$ cat config.mk
export PLATFORM = sky130hd
export DESIGN_NAME = multi_request_unit
export DESIGN_NICKNAME = d
export VERILOG_FILES = /design/src/rtl/multi_request_unit.sv
export SDC_FILE = /design/constraint.sdc
export NUM_CORES = 1
export LEC_CHECK = 0
export ABC_AREA = 0
export CAP_MARGIN = 20
export CORE_MARGIN = 3
export CORE_UTILIZATION = 44
export CTS_CLUSTER_DIAMETER = 100
export DETAILED_ROUTE_END_ITERATION = 6
export GPL_ROUTABILITY_DRIVEN = 0
export GPL_TIMING_DRIVEN = 1
export PLACE_DENSITY = 0.83
export SYNTH_ARGS = -nofsm -noshare
export SYNTH_HDL_FRONTEND = slang
export SYNTH_SLANG_ARGS = --single-unit
export TNS_END_PERCENT = 10
$ cat constraint.sdc
create_clock -name CLK -period 3.8 [get_ports CLK]
set_input_delay 0.38 -clock CLK [delete_from_list [all_inputs] [get_ports CLK]]
set_output_delay 0.38 -clock CLK [all_outputs]
set_load 0.005 [all_outputs]
$ cat src/rtl/multi_request_unit.sv
// multi_request_unit
//   Collects memory read/write requests from NCH channels, latches one per
//   channel, and arbitrates them round-robin onto a single dcache port.
//   dREN/dWEN are held until dhit. The granted channel then gets a one-cycle
//   ch_hit pulse and the load data.
//
//   Optional watchdog: define MULTI_REQUEST_UNIT_TIMEOUT_EN to enable
//   timeout_err, a sticky flag that sets after TIMEOUT ACCESS cycles without
//   dhit. When the macro is not defined, timeout_err is tied to 0.
//
// Ports
//   CLK, RST             clock (rising edge), synchronous active-high reset
//   ihit                 request qualifier
//   ch_memread/ch_memwr  per-channel read/write request      [NCH]
//   ch_addr/ch_wdata     per-channel address/store data      [NCH*AW]/[NCH*DW]
//   ch_busy              per-channel pending flag            [NCH]
//   ch_hit               per-channel completion pulse        [NCH]
//   ch_rdata             load data, valid with ch_hit        [DW]
//   dREN/dWEN/daddr/dstore  dcache request side
//   dhit/dload           dcache completion and load data
//   timeout_err          sticky watchdog flag
module multi_request_unit #(
    parameter int unsigned NCH     = 2,
    parameter int unsigned AW      = 32,
    parameter int unsigned DW      = 32,
    parameter int unsigned TIMEOUT = 64
) (
    input  logic              CLK,
    input  logic              RST,
    input  logic              ihit,
    input  logic [NCH-1:0]    ch_memread,
    input  logic [NCH-1:0]    ch_memwr,
    input  logic [NCH*AW-1:0] ch_addr,
    input  logic [NCH*DW-1:0] ch_wdata,
    output logic [NCH-1:0]    ch_busy,
    output logic [NCH-1:0]    ch_hit,
    output logic [DW-1:0]     ch_rdata,
    output logic              dREN,
    output logic              dWEN,
    output logic [AW-1:0]     daddr,
    output logic [DW-1:0]     dstore,
    input  logic              dhit,
    input  logic [DW-1:0]     dload,
    output logic              timeout_err
);

    localparam int unsigned GW = (NCH > 1) ? $clog2(NCH) : 1;

    typedef enum logic {
        IDLE   = 1'b0,
        ACCESS = 1'b1
    } state_t;

    state_t          state_q;
    logic [NCH-1:0]  pending_q, pending_d;
    logic [NCH-1:0]  capture;
    logic [NCH-1:0]  wr_q;
    logic [AW-1:0]   addr_q  [NCH];
    logic [DW-1:0]   wdata_q [NCH];
    logic [GW-1:0]   last_grant_q;
    logic [GW-1:0]   grant_q;
    logic            grant_found;
    logic [GW-1:0]   grant_idx;
    logic [NCH-1:0]  ch_hit_q;
    logic [DW-1:0]   ch_rdata_q;
    logic            dren_q, dwen_q;
    logic [AW-1:0]   daddr_q;
    logic [DW-1:0]   dstore_q;
    logic            complete;

    assign complete = (state_q == ACCESS) && dhit;

    // A channel can capture only while it is not pending. So a capture and a
    // completion at the same edge always affect different bits of pending.
    always_comb begin
        for (int unsigned i = 0; i < NCH; i++) begin
            capture[i] = ihit && (ch_memread[i] || ch_memwr[i]) && !pending_q[i];
        end
        pending_d = pending_q | capture;
        if (complete) begin
            pending_d[grant_q] = 1'b0;
        end
    end

    // Round-robin search starts at the channel after last_grant and wraps.
    always_comb begin
        int unsigned idx;
        grant_found = 1'b0;
        grant_idx   = '0;
        idx         = 0;
        for (int unsigned k = 1; k <= NCH; k++) begin
            idx = (int'(last_grant_q) + k) % NCH;
            if (!grant_found && pending_q[idx]) begin
                grant_found = 1'b1;
                grant_idx   = GW'(idx);
            end
        end
    end

    // Per-channel request slots. Write wins when both read and write are set.
    always_ff @(posedge CLK) begin
        if (RST) begin
            wr_q <= '0;
            for (int unsigned i = 0; i < NCH; i++) begin
                addr_q[i]  <= '0;
                wdata_q[i] <= '0;
            end
        end else begin
            for (int unsigned i = 0; i < NCH; i++) begin
                if (capture[i]) begin
                    wr_q[i]    <= ch_memwr[i];
                    addr_q[i]  <= ch_addr[i*AW +: AW];
                    wdata_q[i] <= ch_wdata[i*DW +: DW];
                end
            end
        end
    end

    always_ff @(posedge CLK) begin
        if (RST) begin
            state_q      <= IDLE;
            pending_q    <= '0;
            last_grant_q <= GW'(NCH - 1);
            grant_q      <= '0;
            dren_q       <= 1'b0;
            dwen_q       <= 1'b0;
            daddr_q      <= '0;
            dstore_q     <= '0;
            ch_hit_q     <= '0;
            ch_rdata_q   <= '0;
        end else begin
            pending_q  <= pending_d;
            ch_hit_q   <= '0;
            ch_rdata_q <= '0;
            case (state_q)
                IDLE: begin
                    if (grant_found) begin
                        grant_q  <= grant_idx;
                        daddr_q  <= addr_q[grant_idx];
                        dstore_q <= wdata_q[grant_idx];
                        dwen_q   <= wr_q[grant_idx];
                        dren_q   <= !wr_q[grant_idx];
                        state_q  <= ACCESS;
                    end
                end
                ACCESS: begin
                    if (dhit) begin
                        dren_q            <= 1'b0;
                        dwen_q            <= 1'b0;
                        ch_hit_q[grant_q] <= 1'b1;
                        ch_rdata_q        <= dren_q ? dload : '0;
                        last_grant_q      <= grant_q;
                        state_q           <= IDLE;
                    end
                end
                default: state_q <= IDLE;
            endcase
        end
    end

`ifdef MULTI_REQUEST_UNIT_TIMEOUT_EN
    localparam int unsigned TW = $clog2(TIMEOUT + 1);

    logic [TW-1:0] tcnt_q;
    logic          terr_q;

    // The counter clears on entry to ACCESS and saturates at TIMEOUT.
    always_ff @(posedge CLK) begin
        if (RST) begin
            tcnt_q <= '0;
            terr_q <= 1'b0;
        end else if (state_q == IDLE) begin
            if (grant_found) begin
                tcnt_q <= '0;
            end
        end else if (!dhit && (tcnt_q != TW'(TIMEOUT))) begin
            tcnt_q <= tcnt_q + 1'b1;
            if (tcnt_q == TW'(TIMEOUT - 1)) begin
                terr_q <= 1'b1;
            end
        end
    end

    assign timeout_err = terr_q;
`else
    assign timeout_err = 1'b0;
`endif

    assign ch_busy  = pending_q;
    assign ch_hit   = ch_hit_q;
    assign ch_rdata = ch_rdata_q;
    assign dREN     = dren_q;
    assign dWEN     = dwen_q;
    assign daddr    = daddr_q;
    assign dstore   = dstore_q;

endmodule

==> results of run 1 <==
worst max-delay path: cells and delay by family (launching register included):
kind	cells	cell delay [ns]
simple gates	1	0.18
buf+inv	1	0.53
compound gates	2	0.88
flops	1	0.68
cells by family (layout without fill, tap and decap cells):
family          Yosys count  after routing  share of synthesized area [%]
simple gates            302            302                           23.0
other cells               1              1                         0.0373
buf+inv                  75            327                           4.90
compound gates          151            151                           12.5
flops                   235            235                           59.5
cells in the final DEF (no fill, tap or decap), drive strengths merged, types with 11 or more instances in the layout:
master | Yosys | routed
clkdlybuf4s50 | 0 | 268
nor3b | 130 | 130
edfxtp | 128 | 128
dfxtp | 107 | 107
nand2 | 67 | 67
nor2 | 67 | 67
a21oi | 67 | 67
a211oi | 67 | 67
and2 | 32 | 32
clkbuf | 17 | 30
buf | 55 | 11
power groups by stage:
stage | clock network, mW | logic, mW | registers, mW
4_1_cts | 2.54 | 1.12 | 3.03
3_5_place_dp | 0 | 1.11 | 3.08
6_report | 2.48 | 1.10 | 3.03
2_1_floorplan | 0 | 0.629 | 3.07
3_3_place_gp | 0 | 1.08 | 3.07
5_1_grt | 2.64 | 1.20 | 3.05
cell type report:
type                    instances  share of cell area [%]
flip-flops and latches        235                    43.9
multi-input cells             454                    26.6
repair buffers                279                    20.6
clock buffers                  30                    5.10
well taps                     280                    2.57
clock inverters                15                    1.11
inverters                       3                  0.0826
registers in the layout (all words and copies together), names as in the netlist:
register,flops
dWEN,1
addr_q,64
ch_rdata,32
daddr,32
wr_q,2
dstore,32
grant_q,1
wdata_q,64
ch_busy,2
ch_hit,2
dREN,1
state_q,1
last_grant_q,1
routing by layer:
| metal | wire [um] | global-route usage, % | part of all wire [%] | up-vias |
|---|---|---|---|---|
| met5 | 0 | 0 | 0 | - |
| met4 | 802 | 6.20 | 3.2 | 0 |
| met3 | 2030 | 5.14 | 8.2 | 50 |
| met2 | 12300 | 33.3 | 50 | 274 |
| met1 | 9600 | 24.1 | 39 | 3315 |
| li1 | - | - | - | 3210 |
worst max-delay path by stage:
stage               cells after the start                   from                           to
global route                            4  ch_busy[0]$_SDFF_PP0_       daddr[17]$_SDFFE_PP0P_
finish                                  4  ch_busy[0]$_SDFF_PP0_       daddr[17]$_SDFFE_PP0P_
detailed placement                      4                   ihit  addr_q[1][21]$_SDFFCE_PN0P_
floorplan                               2            ch_memwr[1]   addr_q[1][0]$_SDFFCE_PN0P_
CTS                                     4  ch_busy[0]$_SDFF_PP0_       daddr[17]$_SDFFE_PP0P_
global placement                        4                   ihit  addr_q[1][21]$_SDFFCE_PN0P_
stage by stage:
stage / cell area, um^2 / setup slack [ns]
after floorplan: 10100 / -0.168
after global placement: 12800 / 1.27
after detailed placement: 12800 / 1.21
after CTS: 13600 / 1.37
after global routing: 13600 / 1.28
final: 13600 / 1.44
==> summary.txt, run 1 <==
Antenna diodes: 0
Sw Share: 24.7%
Final #Nets: 1166
initial DRC count: 440
# setup viols final: 0
die span in y: 157 um
Clock Sinks: 235
Worst Tran Pin Value: 0.989 ns
CTS tree: done
Reg area: 5990 um^2
Int Pwr: 4.98 mW
Clock Tree Root: clkbuf_16
CORE AREA: 22200 um^2
final wirelength: 24.7 mm
routed len/inst: 19.1 um
FF-to-FF Start: ch_busy[0]$_SDFF_PP0_
post-CTS sizing: 0
top-count cell post-synth: edfxtp_1
Post-Syn Area: 10100 um^2
DP Cell Count: 1251
Slew Limit Fails: 0
ratio of cells with drive above 1 in the final layout: 23.4%
CP arrival: 2.78 ns
syn avg cell area: 13.2 um^2
Hold Path Stages: 2
switching power: 1.63 mW
Rel. slew slack: 34.1%
Worst Skew: 0.00742 ns
Worst-path clk slew: 0.06 ns
min-delay src: RST
critical path type: reg -> reg
Comb pwr share: 16.6%
max-cap violations: 0
die width: 157 um
multi-input logic area: 3630 um^2
I/O Buffers: 269
Hold EP: wr_q[1]$_SDFFE_PP0P_
Tot GR Track Use: 19.5%
R2R depth: 4
Worst setup SP type: register
Post-CTS Setup Bufs: 0
total grt overflow: 0
post-DP HPWL: 15.7 mm
Hold Buf Count CTS: 0
status: finished, final reports clean
fin crit share: 62.2%
CTS Buf Count: 25
IO Count: 271
Post-synth top cells: edfxtp_1 (128), nor3b_2 (121), dfxtp_1 (107), nand2_1 (67), nor2_1 (67)
Seq pwr share: 45.8%
P&R area growth vs syn: 35.6%
worst IR drop on VDD: 0.324 mV
sequential share of the synthesized area: 59.5%
Clk pwr share: 37.6%
Max Freq: 0.423 GHz
CP Max Fanout: 41
CTS max path bufs: 3
Synth Instances: 764
final std cells w/o fill: 1296
Ys Warns: 0
Crit Reg-Reg Endpoint: daddr[17]$_SDFFE_PP0P_
Tmin final: 2.36 ns
DRC violations left: 0
ys async rst share: 0%
routed via count: 6849
Yosys cell types: 35
vias in the first global route: 7226
CP max stage cell: dfxtp_1
CP required: 4.22 ns
Final Power: 6.61 mW
# H-tree levels: 1
critical path cell sequence: a21bo_2, buf_4, nand2_1, a211oi_2
worst-skew pair later-pin latency: 0.51 ns
ANT nets after route: 0
# rows: 54
TritonRoute pass-1 iters: 5
Finished Core Util: 61.5%
pin count of the biggest net entering global routing: 129
Top FF cell, synth: edfxtp_1
vias per inst: 5.28
initial antenna violation count: 0
Syn Nets: 932
RSZ-0062 raised after global routing: false
# fillers: 1675
setup TNS: 0 ns
R2R Setup Slk: 1.44 ns
Pwr per Cell Area: 485 nW/um^2
Critical Path End Type: register
EDFF count, synth: 128
Yosys top cell by area: edfxtp_1
#FFs+latches synth: 235
global-route wire length before repair: 38.2 mm
final hold vios: 0
ranking of synthesized cells by area: edfxtp_1 (38%), dfxtp_1 (21%), nor3b_2 (15%)
starting density of the core: 45.4%
Max stage delay on crit path: 0.68 ns
Die Area: 24700 um^2
Yosys top cell area share: 38.2%
Lkg Pwr: 4.79 nW
Worst Hold Slack: 0.325 ns
Hold/Removal Path Class: in -> reg
(Power assumes the default switching activity.)
==> inputs of run 2 (changes only) <==
Settings changed: CORE_UTILIZATION 44 to 49, PLACE_DENSITY 0.83 to 0.87.
Clock period 3.8 ns to 2.4 ns, I/O delays scaled along.
==> summary.txt, run 2 (synthesized netlist as in run 1, its figures left out) <==
DRC violations left: 0
R2R depth: 4
Clock Tree Root: clkbuf_16
Max stage delay on crit path: 0.71 ns
critical path cell sequence: clkdlybuf4s50_1
Final #Nets: 1173
Critical Path End Type: output pin
routed len/inst: 19.5 um
CP arrival: 1.86 ns
Hold EP: grant_q$_SDFFE_PP0P_
Worst Hold Slack: 0.0861 ns
pin count of the biggest net entering global routing: 83
setup TNS: 0 ns
post-DP HPWL: 15.6 mm
status: finished, final reports clean
CTS Buf Count: 25
Worst-path clk slew: 0.06 ns
placed instance area: 12900 um^2
TritonRoute pass-1 iters: 5
I/O Buffers: 269
CP max stage cell: dfxtp_1
Crit Reg-Reg Endpoint: dstore[13]$_SDFFE_PP0P_
Hold Buf Count CTS: 0
P&R area growth vs syn: 36.8%
final hold vios: 0
RSZ-0062 raised after global routing: false
Pwr per Cell Area: 763 nW/um^2
Rel. slew slack: 58.9%
Final Power: 10.5 mW
starting density of the core: 50.8%
FF-to-FF Start: ch_busy[0]$_SDFF_PP0_
Worst Tran Pin Value: 0.616 ns
WP buf/inv: 1
Clock Sinks: 235
CTS max path bufs: 3
worst IR drop on VDD: 0.566 mV
Lkg Pwr: 4.85 nW
global-route wire length before repair: 38.8 mm
Hold Path Stages: 2
R2R Setup Slk: 0.55 ns
die span in y: 149 um
total grt overflow: 0
critical path type: reg -> out
CTS tree: done
initial DRC count: 429
final std cells w/o fill: 1289
Final Cell Area: 13800 um^2
vias in the first global route: 7181
# fillers: 1357
cell family with most CP delay: flip-flops
routed via count: 6884
Top Registers: addr_q x64, wdata_q x64
CORE AREA: 19800 um^2
initial antenna violation count: 2
# H-tree levels: 1
most common cell after layout, fill and taps aside: clkdlybuf4s50_1
DP Cell Count: 1243
min-delay src: RST
Hold/Removal Path Class: in -> reg
Tot GR Track Use: 21.9%
Slew Limit Fails: 0
die width: 149 um
fin crit share: 87.3%
final wirelength: 25.1 mm
CP required: 2.16 ns
commonest non-fill, non-tap cells in the layout: clkdlybuf4s50_1 (268), edfxtp_1 (128), nor3b_2 (121)
Finished Core Util: 69.6%
CP Max Fanout: 10
worst-skew pair later-pin latency: 0.52 ns
Tmin final: 2.10 ns
ANT nets after route: 0
# rows: 51
max-cap violations: 0
Setup WS pre-CTS: 0.277 ns
IO Count: 271
Worst Skew: 0.00833 ns
WP depth: 1
post-CTS sizing: 0
final worst slack: 0.304 ns
ratio of cells with drive above 1 in the final layout: 24.0%
Die Area: 22300 um^2
Max Freq: 0.477 GHz
Worst setup SP type: register
vias per inst: 5.34
Antenna diodes: 0
# setup viols final: 0
Post-CTS Setup Bufs: 0
## run 2: cell types whose count changed in the layout (fill, tap and decap cells not counted), sizes merged
cell      previous run  this run
buf                 11        18
clkbuf              30        36
clkinv               9         5
bufinv               3         2
clkinvlp             1         2
inv                  5         4
## run 2: power breakdown
group	internal (mW)	switching, mW
Combinational	0.908	0.890
Sequential	4.63	0.165
Clock	2.33	1.57
Total	7.87	2.62
## run 2: area by class of cell
cell class,instances,area [um^2],share of cell area (%)
Clock buffer,36,728,5.29
Clock inverter,10,109,0.791
Inverter,3,11.3,0.0818
Multi-Input combinational cell,454,3630,26.4
Sequential cell,235,5990,43.5
Tap cell,265,332,2.41
Timing Repair Buffer,286,2960,21.5
## run 2: worst max path at each step
stage / startpoint / end / slack (ns)
2_1_floorplan: ch_busy[1]$_SDFF_PP0_ / addr_q[1][0]$_SDFFCE_PN0P_ / -0.20
3_3_place_gp: ch_memwr[1] / addr_q[1][20]$_SDFFCE_PN0P_ / 0.33
3_5_place_dp: ch_memwr[1] / addr_q[0][19]$_SDFFCE_PN0P_ / 0.28
4_1_cts: ch_busy[0]$_SDFF_PP0_ / ch_busy[0] / 0.28
5_1_grt: ch_busy[0]$_SDFF_PP0_ / ch_busy[0] / 0.23
6_report: ch_busy[0]$_SDFF_PP0_ / ch_busy[0] / 0.30
## run 2: metal layers
metal	up-vias	wire length [um]	track usage [%]
li1	3218	-	-
met1	3337	9780	27.3
met2	287	12600	37.9
met3	38	2200	6.14
met4	4	454	5.58
met5	-	23	0
